$ cat config.mk
export PLATFORM = sky130hd
export DESIGN_NAME = regfile_wb_arbiter
export DESIGN_NICKNAME = d
export VERILOG_FILES = /design/src/rtl/thoth_pkg.sv /design/src/rtl/wb_hold_slot.sv /design/src/rtl/regfile_wb_arbiter.sv
export SDC_FILE = /design/constraint.sdc
export NUM_CORES = 1
export LEC_CHECK = 0
export BUFFER_PORTS_ARGS = -buffer_cell sky130_fd_sc_hd__buf_4
export CORE_UTILIZATION = 45
export DETAILED_ROUTE_END_ITERATION = 16
export PLACE_DENSITY = 0.71
export SYNTH_ARGS = -nofsm -noshare
export SYNTH_HDL_FRONTEND = slang
export SYNTH_SLANG_ARGS = --single-unit
$ cat constraint.sdc
create_clock -name clk_i -period 2.2 [get_ports clk_i]
set_input_delay 0.22 -clock clk_i [delete_from_list [all_inputs] [get_ports clk_i]]
set_output_delay 0.22 -clock clk_i [all_outputs]
set_load 0.005 [all_outputs]
$ cat src/rtl/thoth_pkg.sv
// Shared write-back widths and the request payload used by the execute and load stages.
package thoth_pkg;

   localparam int unsigned XLEN      = 32;
   localparam int unsigned REG_IDX_W = 5;
   localparam int unsigned NREGS     = 2 ** REG_IDX_W;

   typedef struct packed {
      logic [REG_IDX_W-1:0] idx;
      logic [XLEN-1:0]      data;
   } wb_req_t;

endpackage : thoth_pkg

$ cat src/rtl/wb_hold_slot.sv
// One-entry holding register for a write-back requester, with ready logic and x0 filter.
module wb_hold_slot #(
   parameter int unsigned XLEN      = thoth_pkg::XLEN,
   parameter int unsigned REG_IDX_W = thoth_pkg::REG_IDX_W
) (
   input  logic                 clk_i,
   input  logic                 reset_ni,
   input  logic                 valid_i,
   input  logic [REG_IDX_W-1:0] idx_i,
   input  logic [XLEN-1:0]      data_i,
   input  logic                 grant_i,
   output logic                 ready_c,
   output logic                 fill_c,
   output logic                 full_o,
   output logic [REG_IDX_W-1:0] idx_o,
   output logic [XLEN-1:0]      data_o
);

   logic                 full_q;
   logic [REG_IDX_W-1:0] idx_q;
   logic [XLEN-1:0]      data_q;

   // Writes to x0 are accepted but never occupy the entry.
   always_comb begin
      ready_c = !full_q || grant_i;
      fill_c  = valid_i && ready_c && (idx_i != '0);
   end

   always_ff @(posedge clk_i or negedge reset_ni) begin
      if (!reset_ni) begin
         full_q <= 1'b0;
         idx_q  <= '0;
         data_q <= '0;
      end else if (fill_c) begin
         full_q <= 1'b1;
         idx_q  <= idx_i;
         data_q <= data_i;
      end else if (grant_i) begin
         full_q <= 1'b0;
      end
   end

   assign full_o = full_q;
   assign idx_o  = idx_q;
   assign data_o = data_q;

endmodule : wb_hold_slot

$ cat src/rtl/regfile_wb_arbiter.sv
// Oldest-first arbiter between execute and load write-backs onto the single regfile write port.
module regfile_wb_arbiter #(
   parameter int unsigned XLEN      = thoth_pkg::XLEN,
   parameter int unsigned REG_IDX_W = thoth_pkg::REG_IDX_W,
   localparam int unsigned NREGS    = 2 ** REG_IDX_W
) (
   input  logic                 clk_i,
   input  logic                 reset_ni,
   input  logic                 ex_valid_i,
   output logic                 ex_ready_o,
   input  logic [REG_IDX_W-1:0] ex_rd_idx_i,
   input  logic [XLEN-1:0]      ex_rd_data_i,
   input  logic                 ld_valid_i,
   output logic                 ld_ready_o,
   input  logic [REG_IDX_W-1:0] ld_rd_idx_i,
   input  logic [XLEN-1:0]      ld_rd_data_i,
   output logic                 rf_wen_o,
   output logic [REG_IDX_W-1:0] rf_rd_idx_o,
   output logic [XLEN-1:0]      rf_rd_data_o,
   output logic [NREGS-1:0]     pend_mask_o
);

   logic                 ex_full, ld_full;
   logic                 ex_fill_c, ld_fill_c;
   logic                 ex_grant_c, ld_grant_c;
   logic [REG_IDX_W-1:0] ex_idx, ld_idx;
   logic [XLEN-1:0]      ex_data, ld_data;
   logic                 age_q;
   logic                 wen_q;
   logic [REG_IDX_W-1:0] out_idx_q;
   logic [XLEN-1:0]      out_data_q;
   logic [NREGS-1:0]     pend_mask_c;

   wb_hold_slot #(
      .XLEN      (XLEN),
      .REG_IDX_W (REG_IDX_W)
   ) u_ex_slot (
      .clk_i    (clk_i),
      .reset_ni (reset_ni),
      .valid_i  (ex_valid_i),
      .idx_i    (ex_rd_idx_i),
      .data_i   (ex_rd_data_i),
      .grant_i  (ex_grant_c),
      .ready_c  (ex_ready_o),
      .fill_c   (ex_fill_c),
      .full_o   (ex_full),
      .idx_o    (ex_idx),
      .data_o   (ex_data)
   );

   wb_hold_slot #(
      .XLEN      (XLEN),
      .REG_IDX_W (REG_IDX_W)
   ) u_ld_slot (
      .clk_i    (clk_i),
      .reset_ni (reset_ni),
      .valid_i  (ld_valid_i),
      .idx_i    (ld_rd_idx_i),
      .data_i   (ld_rd_data_i),
      .grant_i  (ld_grant_c),
      .ready_c  (ld_ready_o),
      .fill_c   (ld_fill_c),
      .full_o   (ld_full),
      .idx_o    (ld_idx),
      .data_o   (ld_data)
   );

   // age_q set means the held ex entry predates the held ld entry.
   always_comb begin
      ex_grant_c = ex_full && (!ld_full || age_q);
      ld_grant_c = ld_full && (!ex_full || !age_q);
   end

   // A fresh entry is younger than anything still held; same-edge fills leave ld older.
   always_ff @(posedge clk_i or negedge reset_ni) begin
      if (!reset_ni) begin
         age_q <= 1'b0;
      end else if (ex_fill_c) begin
         age_q <= 1'b0;
      end else if (ld_fill_c) begin
         age_q <= ex_full && !ex_grant_c;
      end
   end

   // Output register feeding the regfile write port; index/data hold when idle.
   always_ff @(posedge clk_i or negedge reset_ni) begin
      if (!reset_ni) begin
         wen_q      <= 1'b0;
         out_idx_q  <= '0;
         out_data_q <= '0;
      end else if (ld_grant_c) begin
         wen_q      <= 1'b1;
         out_idx_q  <= ld_idx;
         out_data_q <= ld_data;
      end else if (ex_grant_c) begin
         wen_q      <= 1'b1;
         out_idx_q  <= ex_idx;
         out_data_q <= ex_data;
      end else begin
         wen_q      <= 1'b0;
      end
   end

   always_comb begin
      pend_mask_c = '0;
      if (ex_full) pend_mask_c = pend_mask_c | (NREGS'(1) << ex_idx);
      if (ld_full) pend_mask_c = pend_mask_c | (NREGS'(1) << ld_idx);
      if (wen_q)   pend_mask_c = pend_mask_c | (NREGS'(1) << out_idx_q);
      pend_mask_c[0] = 1'b0;
   end

   assign rf_wen_o     = wen_q;
   assign rf_rd_idx_o  = out_idx_q;
   assign rf_rd_data_o = out_data_q;
   assign pend_mask_o  = pend_mask_c;

endmodule : regfile_wb_arbiter

==> flow_results.org <==
** Status
- Run status :: finished clean

** Layout
- Summing all non-filler instances in the final layout gives an area of 0.007187 sq mm.
- In the final design database the tool counted 713 nets.
- The repair_antennas step left the layout with diodes totalling 0.
- The top cell types in the final layout, fill and taps aside, are sky130_fd_sc_hd__buf_4 (158), sky130_fd_sc_hd__nand2_1 (136), sky130_fd_sc_hd__dfrtp_1 (115).
- Share of cells above drive strength 1 :: 0.4102
- Layout area overhead :: 35.12%
- The library cell used most frequently in the layout, excluding fill and tap cells, is sky130_fd_sc_hd__buf_4.
- Non-filler instance count after layout :: 789

** Synthesis
- Counting every net in the synthesized netlist gives 565.
- Sequential area share after synthesis :: 0.5410
- Synthesized area per cell :: 10.92 sq um
- Post-Syn Instances :: 487
- The netlist uses 33 different library cells.
- The Yosys step of the flow raised 0 warnings.
- After synthesis the cells add up to 0.005319 sq mm.
- Number of storage elements in the synthesis netlist :: 115

** Detailed routing
- Routed length per placed instance :: 17.73 um
- In the routed design, unresolved DRC markers number 0.
- Post-DRT Antenna Nets :: 0
- The routed design has 13990 um of wire.
- Summing over every cut layer, the via total after detailed routing is 4277.
- The first routing iteration left 232 violations.
- Number of vias per cell :: 5.421
- Count of TritonRoute iterations in the first routing pass :: 4

** Clock tree
- After clock tree synthesis, the clock-pin slew on the worst setup and hold paths is 0.05 ns.
- Clock tree from TritonCTS :: done
- Post-CTS Setup Inserts :: 0
- Clock tree synthesis selected as its root buffer the cell sky130_fd_sc_hd__clkbuf_16.
- Number of buffers between clock root and the deepest sink :: 2
- At the later pin of the worst-skew pair, clock insertion delay measures 0.40 ns.
- H-tree depth reported by CTS :: 4
- Counting every sink on the clock net gives 115.
- Buffers inserted during clock tree synthesis total 17.

** Setup path
- Length in cells of the worst reg-to-reg path :: 5
- Endpoint required time on the critical path :: 1.98 ns
- Type of destination of the critical path :: output port
- Crit path launch :: u_ld_slot.full_o$_DFFE_PN0P_
- Class of the most critical setup path :: reg2out
- FF-to-FF Start :: u_ex_slot.full_o$_DFFE_PN0P_
- Worst-path fanout max :: 11
- Element type at the critical path start :: flip-flop
- Data arrival time of the critical path :: 1.91 ns

** Pwr
- Pwr Total :: 7.180 mW
- Power density over cell area :: 999.0 mW/mm^2
- Worst vdd rail ir drop :: 667.6 uV
- Leakage power total :: 3.519 nW

** Die
- I/O pin count :: 150
- Starting density of the core :: 0.4638
- The die is 110.7 um tall.
- Count of standard-cell rows :: 39
- Core region area :: 0.01147 sq mm
- In this run the horizontal extent of the chip is 110.7 um.
- Full die area :: 0.01226 sq mm

** Job
- Number of maximum-capacitance violations :: 0

** Place
- The congestion estimate from routability-driven global placement came to 0.8765.
- DP Wirelength :: 9762 um
- Number of buffer cells added on primary ports :: 148
- In this run the cell area measured after placement is 0.006615 sq mm.
- In this run, placement finished with an instance count of 758.

** Timing
- Final TNS setup :: 0 ns
- Clock skew :: 0.01752 ns
- Setup violations remaining at the end of the flow were counted as 0.
- The number of max-slew violations in the final report was 0.
- Hold slack :: 0.04550 ns
- For the pin with the worst max-slew slack, the measured transition is 0.8813 ns.
- Top achievable clock speed :: 0.4698 GHz
- Dividing the final minimum period by the clock period gives 0.9676.
- The number of hold violations in the final report was 0.
- RSZ-0062 raised after global routing :: no
- Relative slew margins :: 0.4111
- For the finished layout, the period the worst path requires is 2.129 ns.

** Hold path
- Path class of the lowest-slack min-delay path :: in2reg
- The worst hold path begins at ex_rd_data_i[26].
- Along the worst hold path, the cell count comes to 2.

** GRT
- The number of antenna violations at the first check in global routing was 0.
- Summed over all layers, the global routing overflow is 0.
- Entering global routing, the biggest net connects 44 pins.
- Number of global-route vias before repair :: 4545
- Total routing usage reported by global routing :: 0.2414
- The first global-routing pass estimated 23220 um of wire.
-- final timing paths --
check	end	slack, ns
setup / recovery	pend_mask_o[30]	0.07
hold / removal	u_ex_slot.data_o[26]$_DFFE_PN0P_	0.05
setup reg to reg	rf_rd_data_o[25]$_DFFE_PN0P_	0.40
hold reg to reg	rf_rd_data_o[18]$_DFFE_PN0P_	0.46
max in group asynchronous	rf_rd_data_o[24]$_DFFE_PN0P_	1.18
min in group asynchronous	u_ex_slot.idx_o[0]$_DFFE_PN0P_	0.31
-- stage by stage --
step	util	setup WS [ns]
floorplan	-	0.4665
global placement	0.5769	0.2479
detailed placement	0.5769	0.2750
CTS	0.6267	0.1143
global route	0.6267	0.02407
finish	0.6267	0.07135
-- metal layers --
metal  vias to the layer above  wire, um  GRT usage
met3                        13       984    0.07326
li1                       2011         -          -
met5                         -         0          0
met4                         0       174    0.08267
met2                       166      7040     0.3950
met1                      2087      5789     0.3043
-- cells in the mapped netlist, drive strengths merged --
master	instances	share of area
nand2	136	0.096
dfrtp	115	0.54
mux2	72	0.15
a22oi	64	0.090
clkbuf	24	0.017
nor3b	13	0.018
buf	10	0.017
and3	8	0.0094
and3b	8	0.013
nor2	6	0.0042
inv	5	0.0035
nand3	3	0.0028
nor3	3	0.0028
o211ai	3	0.0078
o21ai	3	0.0028
a21oi	2	0.0019
a222oi	2	0.0038
a32o	2	0.0038
or4	2	0.0035
a21boi	1	0.0014
conb	1	0.00071
mux2i	1	0.0019
nand3b	1	0.0014
nor2b	1	0.0012
o22ai	1	0.0012
-- sequential cells by signal (all words and copies together), names as in the netlist --
signal            count
u_ld_slot.idx_o       5
rf_rd_idx_o           5
u_ld_slot.full_o      1
age_q                 1
rf_wen_o              1
u_ex_slot.idx_o       5
rf_rd_data_o         32
u_ex_slot.data_o     32
u_ld_slot.data_o     32
u_ex_slot.full_o      1
-- layout make-up --
cell class / count / area, sq um
multi-input cells: 333 / 2278
clock buffers: 26 / 509.2
fillers: 928 / 4280
repair buffers: 163 / 1276
inverters: 5 / 18.77
flip-flops and latches: 115 / 2878
well taps: 143 / 178.9
clock inverters: 4 / 47.55
-- power by group --
| group | total (mW) | leakage [nW] | switching, mW | internal (mW) |
|---|---|---|---|---|
| sequential | 2.92 | 1.35 | 0.364 | 2.56 |
| combinational | 1.72 | 1.89 | 0.804 | 0.914 |
| clock | 2.54 | 0.272 | 0.860 | 1.68 |
-- worst max-delay path, cell delays in order (launching register included) --
cell and delay (ns):
sky130_fd_sc_hd__dfrtp_1 0.50, sky130_fd_sc_hd__and3_1 0.31, sky130_fd_sc_hd__a222oi_1 0.47, sky130_fd_sc_hd__inv_1 0.08, sky130_fd_sc_hd__buf_4 0.14
-- cell families after synthesis --
logic type | synth area share
AO/OA/AOI/OAI | 0.1129
AND/OR/NAND/NOR | 0.1529
buffers and inverters | 0.03811
other | 0.0007050
flip-flops | 0.5410
multiplexers | 0.1543
-- timing repair --
item | in CTS | in global routing
endpoints found under the setup margin | 7 | 0
hold endpoints to repair | 31 | 0
hold buffers | 1 | 0
gates resized for setup | 1 | 0
Power figures use the tool's default switching activity.
